`src/rtl/accum_sched.sv`:
```
// accum_sched: two-requester round-robin scheduler that loads 1-3 operands,
// streams them into an external 3-slot accumulator, captures the slot
// outputs and presents them as one operand set to a downstream consumer.
module accum_sched #(
    parameter int DATA_W = 8
) (
    input  logic              clk,
    input  logic              reset,
    input  logic              req0_valid,
    output logic              req0_ready,
    input  logic [DATA_W-1:0] req0_data,
    input  logic [1:0]        req0_len,
    input  logic              req1_valid,
    output logic              req1_ready,
    input  logic [DATA_W-1:0] req1_data,
    input  logic [1:0]        req1_len,
    output logic              acc_put,
    output logic [DATA_W-1:0] acc_value,
    input  logic [DATA_W-1:0] acc_r0,
    input  logic [DATA_W-1:0] acc_r1,
    input  logic [DATA_W-1:0] acc_r2,
    output logic              op_valid,
    input  logic              op_ready,
    output logic [DATA_W-1:0] op_a,
    output logic [DATA_W-1:0] op_b,
    output logic [DATA_W-1:0] op_c,
    output logic [1:0]        op_count,
    output logic              op_src,
    output logic              busy
);

    typedef enum logic [2:0] {
        IDLE, LOAD, STREAM, DRAIN, CAPTURE, PRESENT
    } state_t;

    state_t            state_q, state_d;
    logic              grant_q, grant_d;
    logic              prio_q, prio_d;      // requester that wins a tie
    logic [1:0]        len_q, len_d;
    logic [1:0]        cnt_q, cnt_d;        // load slot / stream index
    logic [DATA_W-1:0] buf_q [3];
    logic [DATA_W-1:0] buf_d [3];
    logic              acc_put_q, acc_put_d;
    logic [DATA_W-1:0] acc_value_q, acc_value_d;
    logic [DATA_W-1:0] op_a_q, op_a_d, op_b_q, op_b_d, op_c_q, op_c_d;
    logic [1:0]        op_count_q, op_count_d;
    logic              op_src_q, op_src_d;

    logic              win;
    logic [1:0]        win_len;
    logic              sel_valid;
    logic [DATA_W-1:0] sel_data;

    assign sel_valid  = grant_q ? req1_valid : req0_valid;
    assign sel_data   = grant_q ? req1_data  : req0_data;
    assign req0_ready = (state_q == LOAD) && !grant_q;
    assign req1_ready = (state_q == LOAD) &&  grant_q;
    assign busy       = (state_q != IDLE);
    assign op_valid   = (state_q == PRESENT);
    assign acc_put    = acc_put_q;
    assign acc_value  = acc_value_q;
    assign op_a       = op_a_q;
    assign op_b       = op_b_q;
    assign op_c       = op_c_q;
    assign op_count   = op_count_q;
    assign op_src     = op_src_q;

    // Next-state, arbitration, buffering and registered-output computation.
    always_comb begin
        state_d     = state_q;
        grant_d     = grant_q;
        prio_d      = prio_q;
        len_d       = len_q;
        cnt_d       = cnt_q;
        buf_d       = buf_q;
        acc_put_d   = 1'b0;
        acc_value_d = '0;
        op_a_d      = op_a_q;
        op_b_d      = op_b_q;
        op_c_d      = op_c_q;
        op_count_d  = op_count_q;
        op_src_d    = op_src_q;
        win         = (req0_valid && req1_valid) ? prio_q : req1_valid;
        win_len     = win ? req1_len : req0_len;

        case (state_q)
            IDLE: begin
                if (req0_valid || req1_valid) begin
                    grant_d = win;
                    prio_d  = ~win;
                    len_d   = (win_len == 2'd0) ? 2'd1 : win_len;
                    cnt_d   = 2'd0;
                    state_d = LOAD;
                end
            end
            LOAD: begin
                if (sel_valid) begin
                    buf_d[cnt_q] = sel_data;
                    if (cnt_q == len_q - 2'd1) begin
                        // First put is registered on the way into STREAM so
                        // the put burst starts exactly with the state.
                        cnt_d       = 2'd0;
                        acc_put_d   = 1'b1;
                        acc_value_d = buf_d[0];
                        state_d     = STREAM;
                    end else begin
                        cnt_d = cnt_q + 2'd1;
                    end
                end
            end
            STREAM: begin
                if (cnt_q == len_q - 2'd1) begin
                    cnt_d   = 2'd0;
                    state_d = DRAIN;
                end else begin
                    cnt_d       = cnt_q + 2'd1;
                    acc_put_d   = 1'b1;
                    acc_value_d = buf_q[cnt_q + 2'd1];
                end
            end
            DRAIN: begin
                state_d = CAPTURE;
            end
            CAPTURE: begin
                // Slots beyond the transaction length hold stale data; zero them.
                op_a_d     = acc_r0;
                op_b_d     = (len_q >= 2'd2) ? acc_r1 : '0;
                op_c_d     = (len_q == 2'd3) ? acc_r2 : '0;
                op_count_d = len_q;
                op_src_d   = grant_q;
                state_d    = PRESENT;
            end
            PRESENT: begin
                if (op_ready) begin
                    state_d = IDLE;
                end
            end
            default: begin
                state_d = IDLE;
            end
        endcase
    end

    // State and output registers with synchronous active-low reset.
    always_ff @(posedge clk) begin
        if (!reset) begin
            state_q     <= IDLE;
            grant_q     <= 1'b0;
            prio_q      <= 1'b0;
            len_q       <= 2'd1;
            cnt_q       <= 2'd0;
            buf_q       <= '{default: '0};
            acc_put_q   <= 1'b0;
            acc_value_q <= '0;
            op_a_q      <= '0;
            op_b_q      <= '0;
            op_c_q      <= '0;
            op_count_q  <= 2'd0;
            op_src_q    <= 1'b0;
        end else begin
            state_q     <= state_d;
            grant_q     <= grant_d;
            prio_q      <= prio_d;
            len_q       <= len_d;
            cnt_q       <= cnt_d;
            buf_q       <= buf_d;
            acc_put_q   <= acc_put_d;
            acc_value_q <= acc_value_d;
            op_a_q      <= op_a_d;
            op_b_q      <= op_b_d;
            op_c_q      <= op_c_d;
            op_count_q  <= op_count_d;
            op_src_q    <= op_src_d;
        end
    end

endmodule

```
`config.mk`:
```
export PLATFORM = sky130hd
export DESIGN_NAME = accum_sched
export DESIGN_NICKNAME = d
export VERILOG_FILES = /design/src/rtl/accum_sched.sv
export SDC_FILE = /design/constraint.sdc
export NUM_CORES = 1
export LEC_CHECK = 0
export BUFFER_PORTS_ARGS = -buffer_cell sky130_fd_sc_hd__clkbuf_2
export CAP_MARGIN = 10
export CELL_PAD_IN_SITES_DETAIL_PLACEMENT = 0
export CELL_PAD_IN_SITES_GLOBAL_PLACEMENT = 1
export CORE_MARGIN = 4
export CORE_UTILIZATION = 42
export CTS_CLUSTER_SIZE = 28
export DETAILED_ROUTE_END_ITERATION = 8
export PLACE_DENSITY = 0.85
export SKIP_LAST_GASP = 1
export SYNTH_ARGS = -nofsm -noshare
export SYNTH_HDL_FRONTEND = slang
export SYNTH_SLANG_ARGS = --single-unit
```
`constraint.sdc`:
```
create_clock -name clk -period 6.2 [get_ports clk]
set_clock_uncertainty 0.05 [all_clocks]
set_input_delay 0.62 -clock clk [delete_from_list [all_inputs] [get_ports clk]]
set_output_delay 0.62 -clock clk [all_outputs]
set_load 0.01 [all_outputs]
```
After elaboration in Yosys (flattened, before gate mapping)
Cells that the tools add are included.
{"block": "classes", "bitwise_logic": 3, "n_addsub": 2, "n_eq_ne": 12, "mux": 31, "order_cmp": 4, "n_reduce_logical": 14, "multipliers": 0, "div": 0, "shift": 0}
{"cell": "$mux 8", "count": 9}
{"cell": "$bwmux 24", "count": 1}
{"cell": "$pmux 3 s6", "count": 1}
{"cell": "$bmux 8 s2", "count": 1}
{"cell": "$demux 8 s2", "count": 1}
{"cell": "$pmux 8 s2", "count": 1}
{"cell": "$mux 3", "count": 5}
{"cell": "$mux 2", "count": 5}
{"cell": "$eq 3x2->1 const B", "count": 2}
{"cell": "$eq 3x3->1 const B", "count": 2}
{"cell": "$ge 3x3->1 const B", "count": 2}
{"cell": "$ne 2x2->1 const B", "count": 3}
{"cell": "$not 2->3", "count": 2}
{"cell": "$pmux 2 s3", "count": 1}
{"cell": "$reduce_bool 3->1", "count": 2}
{"cell": "$mux 1", "count": 5}
{"cell": "$reduce_and 5->1", "count": 1}
{"cell": "$logic_and 1x1->1", "count": 4}
{"cell": "$ne 2x1->1 const B", "count": 2}
{"cell": "$reduce_and 2->1", "count": 2}
{"cell": "$eq 3x1->1 const B", "count": 1}
{"cell": "$logic_not 3->1", "count": 1}
{"cell": "$lt 3x1->1 const B", "count": 1}
{"cell": "$reduce_and 3->1", "count": 1}
{"cell": "other kinds (10)", "count": 10}
{"block": "totals", "register_bits": 69, "mem_count": 0, "in_bits": 49, "ramBits": 0, "elab_cells": 81, "latchBits": 0, "output_inout_bits": 40, "rom_bits": 0}

Logic depth before layout (Yosys ltp)
{"block": "logic_depth", "ltp_word": 9, "ltp_mapped": 8, "ltp_nobuf": 6}

Least setup slack after synthesis
Ideal clock, no wire load.
{"block": "synth_path", "kind": "reg-to-reg", "from": "register cnt_q[0]", "to": "register acc_value_q[7] (netlist: acc_value[7])", "path_stages_with_launch": 9, "period_less_slack_ns": 2.146, "arrival_ns": 1.974, "path_slack_ns": 4.054, "path_cell_list": "dfxtp_1 clkbuf_1 inv_1 ha_1 buf_2 mux2_2 a21oi_1 a2bb2oi_1 nor2_1"}
{"block": "synth_between", "elab_chain_cells": 9, "elab_cells_between_ends": 17}
{"element": "start: declaration", "line": "40", "rtl": "logic [1:0] cnt_q, cnt_d;"}
{"element": "start signal: assignment", "line": "165", "rtl": "cnt_q <= cnt_d;"}
{"element": "$not 2->3 (not written as such)", "line": "98", "rtl": "buf_d[cnt_q] = sel_data;"}
{"element": "$ge 3x3->1 (not written as such) / $lt 3x1->1 (equally long branches)", "line": "98"}
{"element": "$logic_and 1x1->1 (not written as such)", "line": "98"}
{"element": "$mux 8 (not written as such)", "line": "98"}
{"element": "$demux 8 s2", "line": "98"}
{"element": "$bwmux 24", "line": "98"}
{"element": "$mux 8", "line": "99", "rtl": "if (cnt_q == len_q - 2'd1) begin"}
{"element": "$mux 8", "line": "97", "rtl": "if (sel_valid) begin"}
{"element": "$pmux 8 s2 *", "line": "86", "rtl": "case (state_q)"}
{"element": "end signal: assignment", "line": "168", "rtl": "acc_value_q <= acc_value_d;"}
{"element": "end: declaration", "line": "44", "rtl": "logic [DATA_W-1:0] acc_value_q, acc_value_d;"}
Every way passes the cells marked *; elsewhere a longest branch is shown, timed or not. The select of a mux whose other input is x is not followed.
A chain may end at the register's enable or synchronous reset.

Final worst setup path
{"block": "layout_path", "from": "register cnt_q[0]", "to": "register acc_value_q[4] (netlist: acc_value[4])"}
The elaborated chain is that of the path after synthesis.

==> reports/qor.txt <==
CP Cell Sequence - inv_1 -> ha_1 -> nor2_1 -> a22oi_1 -> o22a_1 -> nor2_1
first-pass GRT wire length - 12000 um
Final GP Congestion - 0.735
HP Start - op_b[6]
Inst Count DP - 515
Die Span X - 95.3 um
antenna fix cells - 0
Synth Flop Type - dfxtp_1
die area - 0.00908 mm^2
WS Path Type - register to register
slew margin rel. - 34.4%
largest net degree at the start of global routing - 51
Critical Path Max Stage Delay - 0.68 ns
Multi-input gate area - 0.00165 mm^2
post-synthesis cell area - 0.00320 mm^2
final WL - 7530 um
Ports - 89
Setup Buffers After CTS - 0
TritonCTS buffer count - 9
CP endpoint kind - register
# resized after CTS - 0
number of port buffers - 88
commonest non-fill, non-tap cell in the layout - clkbuf_2
RSZ-0062 raised after global routing - false
clock sink count - 69
Crit. Startpoint - cnt_q[0]
Total Routing Usage GR - 16.9%
Site Rows - 31
Post-route DRC - 0
Tmin final - 2.41 ns
Synth Register Bits - 69
post-DR vias/cell - 5.00
Area growth syn-to-layout - 19.6%
period utilization - 38.8%
final-stage net count - 481
CP max-delay cell - dfxtp_1
Power Dens Cells - 273 mW/mm^2
Max Slew Vio Count - 0
Post-synth EDFFs - 0
GR met3 Demand/Resource - 4.58%
estimated wirelength of the detail-placed design - 5240 um
register area - 0.00138 mm^2
Syn. warnings - 0
H-tree levels - 3
unique cell type count in the Yosys netlist - 48
max-cap violation count - 0
post-route insts no fill - 529
post-synth top area share - 43.1%
Hold Crit Class - register to register
leakage power - 0.00173 uW
Least-Margin Pin Slew - 0.984 ns
commonest non-fill, non-tap cells in the layout - clkbuf_2 (88), dfxtp_1 (69), nand2_1 (48)
Die Height - 95.3 um
Clock Latency Late Sink - 0.33 ns
most area-hungry cell type in the Yosys netlist - dfxtp_1
fmax - 0.416 GHz
drt first pass iters - 4
initial core utilization - 43.7%
GRT overflow - 0
Final ANT Viol Nets - 0
most used routing layer - met2
VDD IR max - 0.151 mV
worst reg-to-reg setup slack - 3.79 ns
via count - 2647
Buf/Inv on CP - 1
global-route track usage on met1 - 21.7%
vias in the first global route - 2530
Post-synth ARST share - 0%
Synth area leaders - dfxtp_1 (43%), mux2i_1 (9.7%), mux2_2 (6.0%)
core area - 0.00733 mm^2
layout cells sized above 1 - 30.9%
Max FO, Critical Path - 15
clk root buf - clkbuf_8
Reg clk slew, reported paths - 0.07 ns
FILL cells - 708
Avg Cell Area, Syn - 9.15 um^2
WL/cell - 14.2 um
syn_nets - 404
WP data arrival - 2.61 ns
CTS tree - done
initial antenna violation count - 0
sequential-to-total area share from yosys stat - 43.1%
Most common cell on crit path - nor2_1
setup TNS - 0 ns
Worst Path Required - 6.41 ns
final setup violation count - 0
drt first-iter violations - 59
Mapped Cells - 350
Hold Violations, Final - 0
CTS max path bufs - 2
status - finished clean
Worst Setup Start Kind - register
Post-DP Area - 0.00364 mm^2
# hold bufs at CTS - 0
worst r2r src - cnt_q[0]
met2 usage - 27.6%
CP top delay family - flip-flops
Post-Layout Inst Area - 0.00383 mm^2
-- routing by layer --
| metal | wire, um | vias up |
|---|---|---|
| li1 | - | 1359 |
| met1 | 3420 | 1193 |
| met2 | 3450 | 89 |
| met3 | 581 | 6 |
| met4 | 72 | 0 |
| met5 | 0 | - |
-- logic make-up (layout without fill, tap and decap cells) --
family          count (synthesis)  in the layout  share of synthesized area, %
compound gates                 64             64                          13.3
xor+xnor                        5              5                          1.37
fa+ha+maj                       5              5                          1.95
buf+inv                        36            116                          5.43
flops                          69             69                          43.1
mux                            49             49                          16.1
simple gates                  122            122                          18.7
-- final cells by class --
cell class | count | area share, %
Timing Repair Buffer | 88 | 11.5
Clock inverter | 1 | 0.131
Tap cell | 99 | 3.24
Sequential cell | 69 | 36.1
Inverter | 14 | 1.37
Multi-Input combinational cell | 245 | 43.0
Clock buffer | 13 | 4.67
-- per-stage QoR --
stage          utilization [%]  hold WS, ns  setup WS, ns  power, uW
6_report                  52.2        0.401          3.79       1050
5_1_grt                   52.2        0.430          3.55       1100
4_1_cts                   52.2        0.405          3.77       1060
3_5_place_dp              49.7        0.395          3.82        722
3_3_place_gp              49.7        0.387          3.95        718
2_1_floorplan                -        0.405          4.05        667
-- synthesized netlist by cell type (all sizes together) (2+ instances only) --
cell / count
ha: 5
or2: 2
mux2: 18
and2: 10
o211a: 2
xnor2: 3
nor3b: 3
mux2i: 31
inv: 14
buf: 13
dfxtp: 69
a22oi: 8
nand3b: 2
a21oi: 34
o21ai: 2
o211ai: 2
nand2b: 2
xor2: 2
clkbuf: 9
nor2: 31
and3b: 2
nand3: 18
nand2: 48
o22a: 7
-- state kept, by name, indices dropped and copies added, names as in the netlist --
register / count
acc_value: 8
state_q: 3
op_c: 8
len_q: 2
grant_q: 1
op_count: 2
acc_put: 1
prio_q: 1
cnt_q: 2
op_src: 1
op_b: 8
buf_q: 24
op_a: 8
-- tightest hold or removal path: cells and delay by family, from the launching register on --
kind / cells / cell delay (ns)
flip-flops: 1 / 0.31
AO/OA/AOI/OAI: 1 / 0.05
AND/OR/NAND/NOR: 1 / 0.05
-- power breakdown --
part / leakage (uW) / switching, uW / internal (uW)
Sequential: 0.000558 / 31.4 / 463
Combinational: 0.00107 / 120 / 97.4
Clock: 0.0000974 / 150 / 184
-- worst paths after layout --
check | to | cells past startpoint
max | acc_value[4] | 6
min | op_b[6] | 2
max reg2reg | acc_value[4] | 6
min reg2reg | op_b[6] | 2
Note: power is estimated with default switching activity, not from simulation.
